## config.mk

```make
export PLATFORM = sky130hd
export DESIGN_NAME = mux_tt_sequencer_flat
export DESIGN_NICKNAME = d
export VERILOG_FILES = /design/src/rtl/mux_tt_sequencer_if.sv /design/src/rtl/mux_tt_sequencer.sv /design/src/flat_wrapper.sv
export SDC_FILE = /design/constraint.sdc
export NUM_CORES = 1
export LEC_CHECK = 0
export BUFFER_PORTS_ARGS = -buffer_cell sky130_fd_sc_hd__buf_2
export CORE_MARGIN = 8
export CORE_UTILIZATION = 40
export CTS_CLUSTER_DIAMETER = 200
export DETAILED_ROUTE_END_ITERATION = 10
export HOLD_SLACK_MARGIN = 0.12
export PLACE_DENSITY = 0.66
export SLEW_MARGIN = 20
export SYNTH_ARGS = -nofsm -noshare
export SYNTH_HDL_FRONTEND = slang
export SYNTH_SLANG_ARGS = --single-unit
```

## constraint.sdc

```tcl
create_clock -name clk -period 3.9 [get_ports clk]
set_input_delay 0.39 -clock clk [delete_from_list [all_inputs] [get_ports clk]]
set_output_delay 0.39 -clock clk [all_outputs]
set_load 0.03 [all_outputs]
```

## src/rtl/mux_tt_sequencer_if.sv

```systemverilog
// Run-control and result bundle between a requester and the truth-table sequencer.
// The requester drives start/abort/expected. The sequencer returns status and the captured table.
interface mux_tt_sequencer_if;
  logic       start;
  logic       abort;
  logic [7:0] expected;
  logic       busy;
  logic       done;
  logic [7:0] result;
  logic       match;
  logic [3:0] mismatch_count;

  modport master (
    output start, abort, expected,
    input  busy, done, result, match, mismatch_count
  );

  modport slave (
    input  start, abort, expected,
    output busy, done, result, match, mismatch_count
  );
endinterface

```

## src/rtl/mux_tt_sequencer.sv

```systemverilog
// Truth-table self-check for a 3-input combinational block.
// The sequencer walks {a,b,c} through all eight vectors and holds each one for
// SETTLE_CYCLES cycles before sampling s. It builds the table from those samples
// and grades it against the expected table.
//
// state  | meaning
// -------+---------------------------------------------------------------
// IDLE   | waiting for start; {a,b,c}=0
// SETTLE | current vector applied, counting settle cycles
// SAMPLE | capture s into result[idx], advance or finish
// DONE   | one cycle: pulse done, grade result against expected
module mux_tt_sequencer #(
  parameter int unsigned SETTLE_CYCLES = 2
) (
  input  logic                clk,
  input  logic                rst_n,
  mux_tt_sequencer_if.slave   ctl,
  input  logic                s,
  output logic                a,
  output logic                b,
  output logic                c
);

  typedef enum logic [1:0] {
    ST_IDLE   = 2'd0,
    ST_SETTLE = 2'd1,
    ST_SAMPLE = 2'd2,
    ST_DONE   = 2'd3
  } state_t;

  // The counter counts up from 0. When it reaches CNT_LAST, the vector has been held long enough.
  localparam logic [3:0] CNT_LAST = 4'(SETTLE_CYCLES - 1);

  state_t     state_q, state_d;
  logic [2:0] idx_q, idx_d;
  logic [3:0] cnt_q, cnt_d;
  logic [7:0] result_q, result_d;
  logic       match_q, match_d;
  logic [3:0] mismatch_count_q, mismatch_count_d;
  logic       busy_q, busy_d;
  logic       done_q, done_d;

  function automatic logic [3:0] popcount8(input logic [7:0] v);
    logic [3:0] sum;
    sum = 4'd0;
    for (int i = 0; i < 8; i++) begin
      sum = sum + 4'(v[i]);
    end
    return sum;
  endfunction

  // Next-state and datapath updates. Abort takes priority over a sample, including the last one.
  always_comb begin
    state_d          = state_q;
    idx_d            = idx_q;
    cnt_d            = cnt_q;
    result_d         = result_q;
    match_d          = match_q;
    mismatch_count_d = mismatch_count_q;
    done_d           = 1'b0;

    case (state_q)
      ST_IDLE: begin
        if (ctl.start) begin
          idx_d            = 3'd0;
          cnt_d            = 4'd0;
          result_d         = 8'h00;
          match_d          = 1'b0;
          mismatch_count_d = 4'd0;
          state_d          = ST_SETTLE;
        end
      end

      ST_SETTLE: begin
        if (ctl.abort) begin
          idx_d   = 3'd0;
          cnt_d   = 4'd0;
          state_d = ST_IDLE;
        end else begin
          cnt_d = cnt_q + 4'd1;
          if (cnt_q == CNT_LAST) begin
            state_d = ST_SAMPLE;
          end
        end
      end

      ST_SAMPLE: begin
        if (ctl.abort) begin
          idx_d   = 3'd0;
          cnt_d   = 4'd0;
          state_d = ST_IDLE;
        end else begin
          result_d[idx_q] = s;
          if (idx_q == 3'd7) begin
            state_d = ST_DONE;
          end else begin
            idx_d   = idx_q + 3'd1;
            cnt_d   = 4'd0;
            state_d = ST_SETTLE;
          end
        end
      end

      ST_DONE: begin
        done_d           = 1'b1;
        match_d          = (result_q == ctl.expected);
        mismatch_count_d = popcount8(result_q ^ ctl.expected);
        idx_d            = 3'd0;
        state_d          = ST_IDLE;
      end

      default: begin
        state_d = ST_IDLE;
        idx_d   = 3'd0;
      end
    endcase

    busy_d = (state_d == ST_SETTLE) || (state_d == ST_SAMPLE);
  end

  // State and output registers with synchronous active-low reset.
  always_ff @(posedge clk) begin
    if (!rst_n) begin
      state_q          <= ST_IDLE;
      idx_q            <= 3'd0;
      cnt_q            <= 4'd0;
      result_q         <= 8'h00;
      match_q          <= 1'b0;
      mismatch_count_q <= 4'd0;
      busy_q           <= 1'b0;
      done_q           <= 1'b0;
    end else begin
      state_q          <= state_d;
      idx_q            <= idx_d;
      cnt_q            <= cnt_d;
      result_q         <= result_d;
      match_q          <= match_d;
      mismatch_count_q <= mismatch_count_d;
      busy_q           <= busy_d;
      done_q           <= done_d;
    end
  end

  assign a = idx_q[2];
  assign b = idx_q[1];
  assign c = idx_q[0];

  assign ctl.busy           = busy_q;
  assign ctl.done           = done_q;
  assign ctl.result         = result_q;
  assign ctl.match          = match_q;
  assign ctl.mismatch_count = mismatch_count_q;

endmodule

```

## src/flat_wrapper.sv

```systemverilog
// flat-port wrapper written by rule: the top's interface ports become plain ports
module mux_tt_sequencer_flat 
#(
  parameter int unsigned SETTLE_CYCLES = 2
)
  (clk, rst_n, s, a, b, c, ctl_start, ctl_abort, ctl_expected, ctl_busy, ctl_done, ctl_result, ctl_match, ctl_mismatch_count);
  mux_tt_sequencer_if ctl_i ();
  input  logic clk;
  input  logic rst_n;
  input  logic s;
  output logic a;
  output logic b;
  output logic c;
  input wire logic [$bits(ctl_i.start)-1:0] ctl_start;
  input wire logic [$bits(ctl_i.abort)-1:0] ctl_abort;
  input wire logic [$bits(ctl_i.expected)-1:0] ctl_expected;
  output wire logic [$bits(ctl_i.busy)-1:0] ctl_busy;
  output wire logic [$bits(ctl_i.done)-1:0] ctl_done;
  output wire logic [$bits(ctl_i.result)-1:0] ctl_result;
  output wire logic [$bits(ctl_i.match)-1:0] ctl_match;
  output wire logic [$bits(ctl_i.mismatch_count)-1:0] ctl_mismatch_count;
  assign ctl_i.start = ctl_start;
  assign ctl_i.abort = ctl_abort;
  assign ctl_i.expected = ctl_expected;
  assign ctl_busy = ctl_i.busy;
  assign ctl_done = ctl_i.done;
  assign ctl_result = ctl_i.result;
  assign ctl_match = ctl_i.match;
  assign ctl_mismatch_count = ctl_i.mismatch_count;
  mux_tt_sequencer #(.SETTLE_CYCLES(SETTLE_CYCLES)) u_core (.clk(clk), .rst_n(rst_n), .ctl(ctl_i), .s(s), .a(a), .b(b), .c(c));
endmodule
```

==> metrics.cfg, run 1 <==
[status]
status=finished clean

[placement]
dp_hpwl_um=2630
portBuffers=30
globalplace.congestion=0.752
placedInstanceArea_mm2=0.00168

[critical_path]
crit_top_cell=fa_1
slowest_delay_ns=0.53
critPathSlowestCell=fa_1
crit_chain=xor2_1 -> inv_1 -> ha_1 -> fa_1 -> inv_1 -> fa_1 -> fa_1 -> inv_1 -> fa_1 -> nor2_1 -> nor3_1
critPathRequiredTime_ns=4.04
crit_fanout=4
worstSetupPathType=reg2reg
worstPathArrival_ns=3.41
cp-end-kind=register
crit_path_start_kind=register

[floorplanning]
die_h_um=77.7
chipWidth_um=77.7
start_util=0.415
ioPinCount=31
die_area_mm2=0.00603
core_area_mm2=0.00366
placementRows=22

[yosys]
yosys.area_share.simple=0.230
synth.largest_area_cell=dfxtp_1
synth_cell_types=44
yosys-top-cells-area=dfxtp_1 (32%), ha_1 (6.6%), fa_1 (5.3%)
ys_seq_area_frac=0.316
ys_warn_count=0
synth_most_common_cell=dfxtp_1
syn_avg_cell_area_um2=8.74
synth_fp_nets=199
syn_area_mm2=0.00152
yosys.area_share.xor_xnor=0.0519
netlist_top_cells_count=dfxtp_1 (24), o21ai_0 (12), a31oi_1 (10), inv_1 (10), clkbuf_1 (9)
synth_flop_cell=dfxtp_1
synth_top_family_by_area=simple AND/OR/NAND/NOR gates
muxShareOfSynthArea=0.0272
synth_fa_ha_area_frac=0.119
ys_seq_elements=24
ys_async_sr_fraction=0
synth_compound_area_frac=0.199
netlist.area_leader.share=0.316
synth-edff-count=0
synth_cells=174

[global_routing]
grt_usage=0.115
grt_pass1_vias=1286
grt_pass1_wl_um=5960
antenna_found_initial=0
grt_max_degree=26
overflow=0

[timing]
fin_crit_sh=0.837
hold_viol_final=0
final.min_clock_period_ns=3.26
final.setup_skew_ns=0.00440
max_freq_mhz=306
setup_tns_ns=0
slew_headroom=0.518
rsz0062_at_grt=no
setup_viol=0
worstMarginPinSlew_ns=0.722
finalMaxSlewViolations=0
fin_hold_ws_ns=0.452

[power_and_ir_drop]
leakage_uw=0.000683
peakVddDrop_uv=107
power.density_mw_per_mm2=274
finalPower_uw=473

[final_layout]
n_antenna_cell=0
regArea_um2=480
drive_gt1_frac=0.190
layout.nets=222
area_delta_synth_final_pct=13.3
fin_area_mm2=0.00172
fillers=374
multiInputGateArea_um2=953

[routing]
vias=1341
first_iter_violations=84
wirelength_um=3510
avgViaCountPerCell=5.52
wl_per_cell_um=14.4
dr.pass1.iters=4
postRouteAntennaNets=0
drcViolationCount=0

[job]
cap_violations=0

[cts]
insertion_delay_ns=0.26
root_buffer=clkbuf_8
cts_buffers=3
path_clk_slew_ns=0.09
clk_path_buf_depth=2
h-tree-depth=1
ctsResizeCount=0
ctsHoldBuffers=0
cts_sinks=24
cts_tree=yes
post_cts_buffers=0

[worst_hold_path]
hold_path.class=in2reg

## flip-flops by register name (all words and copies together) (netlist names)
signal	flops
u_core.ctl.result	8
u_core.cnt_q	4
u_core.ctl.mismatch_count	4
u_core.idx_q	3
u_core.state_q	2
u_core.ctl.busy	1
u_core.ctl.done	1
u_core.ctl.match	1
## cell usage in the layout, fill, tap and decap left out, drive strengths merged, types with 4 or more instances in the layout
cell type   n
nand2       7
nand4       4
o21ai      12
dfxtp      24
nand2b      4
nand3       5
nor2        8
fa          4
nand3b      4
a21oi       4
inv        10
nor3b       4
buf        30
o211ai      8
a31oi      10
xnor2       6
ha          8
nor3        5
## path summary, 6_finish.rpt
kind,start,endpoint,slack [ns],cells after the start
setup / recovery,u_core.ctl.result[1],u_core.ctl.mismatch_count[1],0.64,11
hold / removal,rst_n,u_core.ctl.busy,0.45,2
setup reg to reg,u_core.ctl.result[1],u_core.ctl.mismatch_count[1],0.64,11
hold reg to reg,u_core.ctl.mismatch_count[3],u_core.ctl.mismatch_count[3],0.49,2
## metrics by stage
| step | cells | setup slack [ns] | utilization |
|---|---|---|---|
| after floorplan | 174 | 0.569 | - |
| after global placement | 240 | 0.594 | 0.459 |
| after detailed placement | 240 | 0.522 | 0.459 |
| after CTS | 243 | 0.621 | 0.471 |
| after global routing | 243 | 0.518 | 0.471 |
| final | 243 | 0.636 | 0.471 |
## power breakdown
group / internal [uW] / switching [uW] / leakage, uW
Sequential: 247 / 4.37 / 0.000194
Combinational: 33.5 / 41.7 / 0.000468
Clock: 69.0 / 77.1 / 0.0000216
## routing by layer
metal,part of all wire,GRT usage,vias up
met4,0.0054,0.0358,0
met3,0.027,0.0219,2
met5,0,0,-
met1,0.50,0.150,644
met2,0.47,0.187,15
li1,-,-,680
## critical path: cells and delay by family (launching register included)
| family | cells | cell delay [ns] |
|---|---|---|
| AND/OR/NAND/NOR | 2 | 0.16 |
| XOR/XNOR | 1 | 0.19 |
| adder cells (fa/ha/maj) | 5 | 2.20 |
| buffers and inverters | 3 | 0.20 |
| flip-flops | 1 | 0.38 |
## cells by family (layout without fill, tap and decap cells)
kind of cell               count (synthesis)  count (layout)
AOI/OAI and AO/OA                         46              46
buffers and inverters                     22              43
adders and majority gates                 12              12
DFF                                       24              24
muxes                                      4               4
and+or+nand+nor                           57              57
xor gates and xnor gates                   9               9
## area by class of cell
class / instances / share of cell area
Inverter: 10 / 0.0218
Sequential cell: 24 / 0.279
Multi-Input combinational cell: 128 / 0.553
Clock buffer: 3 / 0.0240
Timing Repair Buffer: 30 / 0.0871
Tap cell: 48 / 0.0349
(Power assumes the default switching activity.)
==> run 2, diff against run 1 <==
PLACE_DENSITY = 0.69   (was 0.66)
clock period = 3 ns   (was 3.9 ns; I/O delays follow)
==> run 2 against run 1 <==
Compared with the run above:
- sequential share of layout area is 0.60 points lower
- die area did not move
- final cell count up 0.82%
- sequential power grew 30%
- wire length up 2.3%
- non-clock buffer count increased by 1
- power is 38% higher
- setup slack got worse by 0.59 ns
- critical endpoint unchanged
- largest power group unchanged
==> metrics.cfg, run 2 (synthesis results as in run 1) <==
[final_layout]
n_antenna_cell=0
largest_register_ffs=8
layout.nets=223
mostFrequentLayoutCells=buf_2 (30), dfxtp_1 (22), o21ai_0 (12)
fin_area_mm2=0.00178
area_delta_synth_final_pct=17.0
final_common_cell=buf_2
fillers=363
regArea_um2=485
multiInputGateArea_um2=983
drive_gt1_frac=0.239

[critical_path]
crit_path_start_kind=register
critPathSlowestCell=fa_1
slowest_delay_ns=0.52
crit_fanout=4
worstSetupPathType=reg2reg
critPathRequiredTime_ns=3.15
cp-end-kind=register
crit_chain=xor2_2 -> inv_2 -> ha_4 -> fa_1 -> inv_1 -> fa_1 -> fa_2 -> inv_2 -> fa_1 -> nor2_1 -> nor3_1
crit_top_cell=fa_1
worstPathArrival_ns=3.10

[cts]
h-tree-depth=1
path_clk_slew_ns=0.09
ctsHoldBuffers=0
insertion_delay_ns=0.27
cts_buffers=3
root_buffer=clkbuf_8
cts_tree=yes
cts_sinks=24
clk_path_buf_depth=2

[timing]
fin_crit_sh=0.983
final.setup_skew_ns=0.00401
final.min_clock_period_ns=2.95
setup_viol=0
fin_ws_ns=0.0498
rsz0062_at_grt=yes
hold_viol_final=0
slew_headroom=0.518
worstMarginPinSlew_ns=0.722
setup_tns_ns=0
finalMaxSlewViolations=0
max_freq_mhz=339

[placement]
globalplace.congestion=0.799
dp_hpwl_um=2590
pre_cts_ws_ns=-0.0874
placedInstanceArea_mm2=0.00171
portBuffers=30

[global_routing]
antenna_found_initial=0
overflow=0
grt_max_degree=26
grt_pass1_vias=1357
grt_usage=0.119
grt_pass1_wl_um=6170

[routing]
drcViolationCount=0
wirelength_um=3590
wl_per_cell_um=14.7
dr.pass1.iters=4
first_iter_violations=100
vias=1352
postRouteAntennaNets=0
avgViaCountPerCell=5.52

[power_and_ir_drop]
power.density_mw_per_mm2=368
leakage_uw=0.000698
peakVddDrop_uv=143

[status]
status=finished clean

[floorplanning]
die_area_mm2=0.00603
core_area_mm2=0.00366
chipWidth_um=77.7
die_h_um=77.7
placementRows=22
ioPinCount=31
start_util=0.415

[job]
cap_violations=0

[worst_hold_path]
hold_path.class=in2reg

run 2: path summary, 6_finish.rpt:
path	start	endpoint	slack, ns	cells after the start
worst max-delay path	u_core.ctl.result[1]	u_core.ctl.mismatch_count[1]	0.05	11
worst min-delay path	rst_n	u_core.idx_q[0]	0.37	2
worst max register to register	u_core.ctl.result[1]	u_core.ctl.mismatch_count[1]	0.05	11
worst min register to register	u_core.ctl.mismatch_count[0]	u_core.ctl.mismatch_count[0]	0.50	2
run 2: repair_timing:
action                                 CTS  global route
setup endpoints to repair                2             2
setup buffers                            0             1
resized for setup                        1             2
endpoints found under the hold margin    0             0
pin swaps                                0             3
run 2: per-layer routing:
layer / vias up / GRT usage / routed length [um]
met5: - / 0 / 0
met4: 0 / 0.0415 / 51
li1: 687 / - / -
met2: 36 / 0.184 / 1590
met3: 6 / 0.0323 / 224
met1: 623 / 0.155 / 1720
run 2: metrics by stage:
stage | util | total power (uW) | hold WS [ns] | std cells
3_5_place_dp | 0.467 | 435 | 0.487 | 240
2_1_floorplan | - | 405 | 0.484 | 174
6_report | 0.486 | 654 | 0.372 | 245
4_1_cts | 0.484 | 660 | 0.360 | 244
5_1_grt | 0.486 | 687 | 0.370 | 245
3_3_place_gp | 0.467 | 430 | 0.483 | 240
run 2: where the power goes:
group / total [uW] / switching [uW] / internal, uW
sequential: 326 / 5.97 / 320
clock: 224 / 107 / 117
combinational: 104 / 57.0 / 47.1
run 2: critical path, delay by kind of cell, from the launching register on:
| family | cells | cell delay, ns |
|---|---|---|
| adder cells (fa/ha/maj) | 5 | 1.96 |
| flip-flops | 1 | 0.37 |
| XOR/XNOR | 1 | 0.19 |
| buffers and inverters | 3 | 0.17 |
| AND/OR/NAND/NOR | 2 | 0.15 |
run 2: final cells by class:
class | instances | area share
Inverter | 10 | 0.0211
Multi-Input combinational cell | 128 | 0.553
Clock buffer | 4 | 0.0309
Sequential cell | 24 | 0.273
Timing Repair Buffer | 31 | 0.0886
Tap cell | 48 | 0.0338
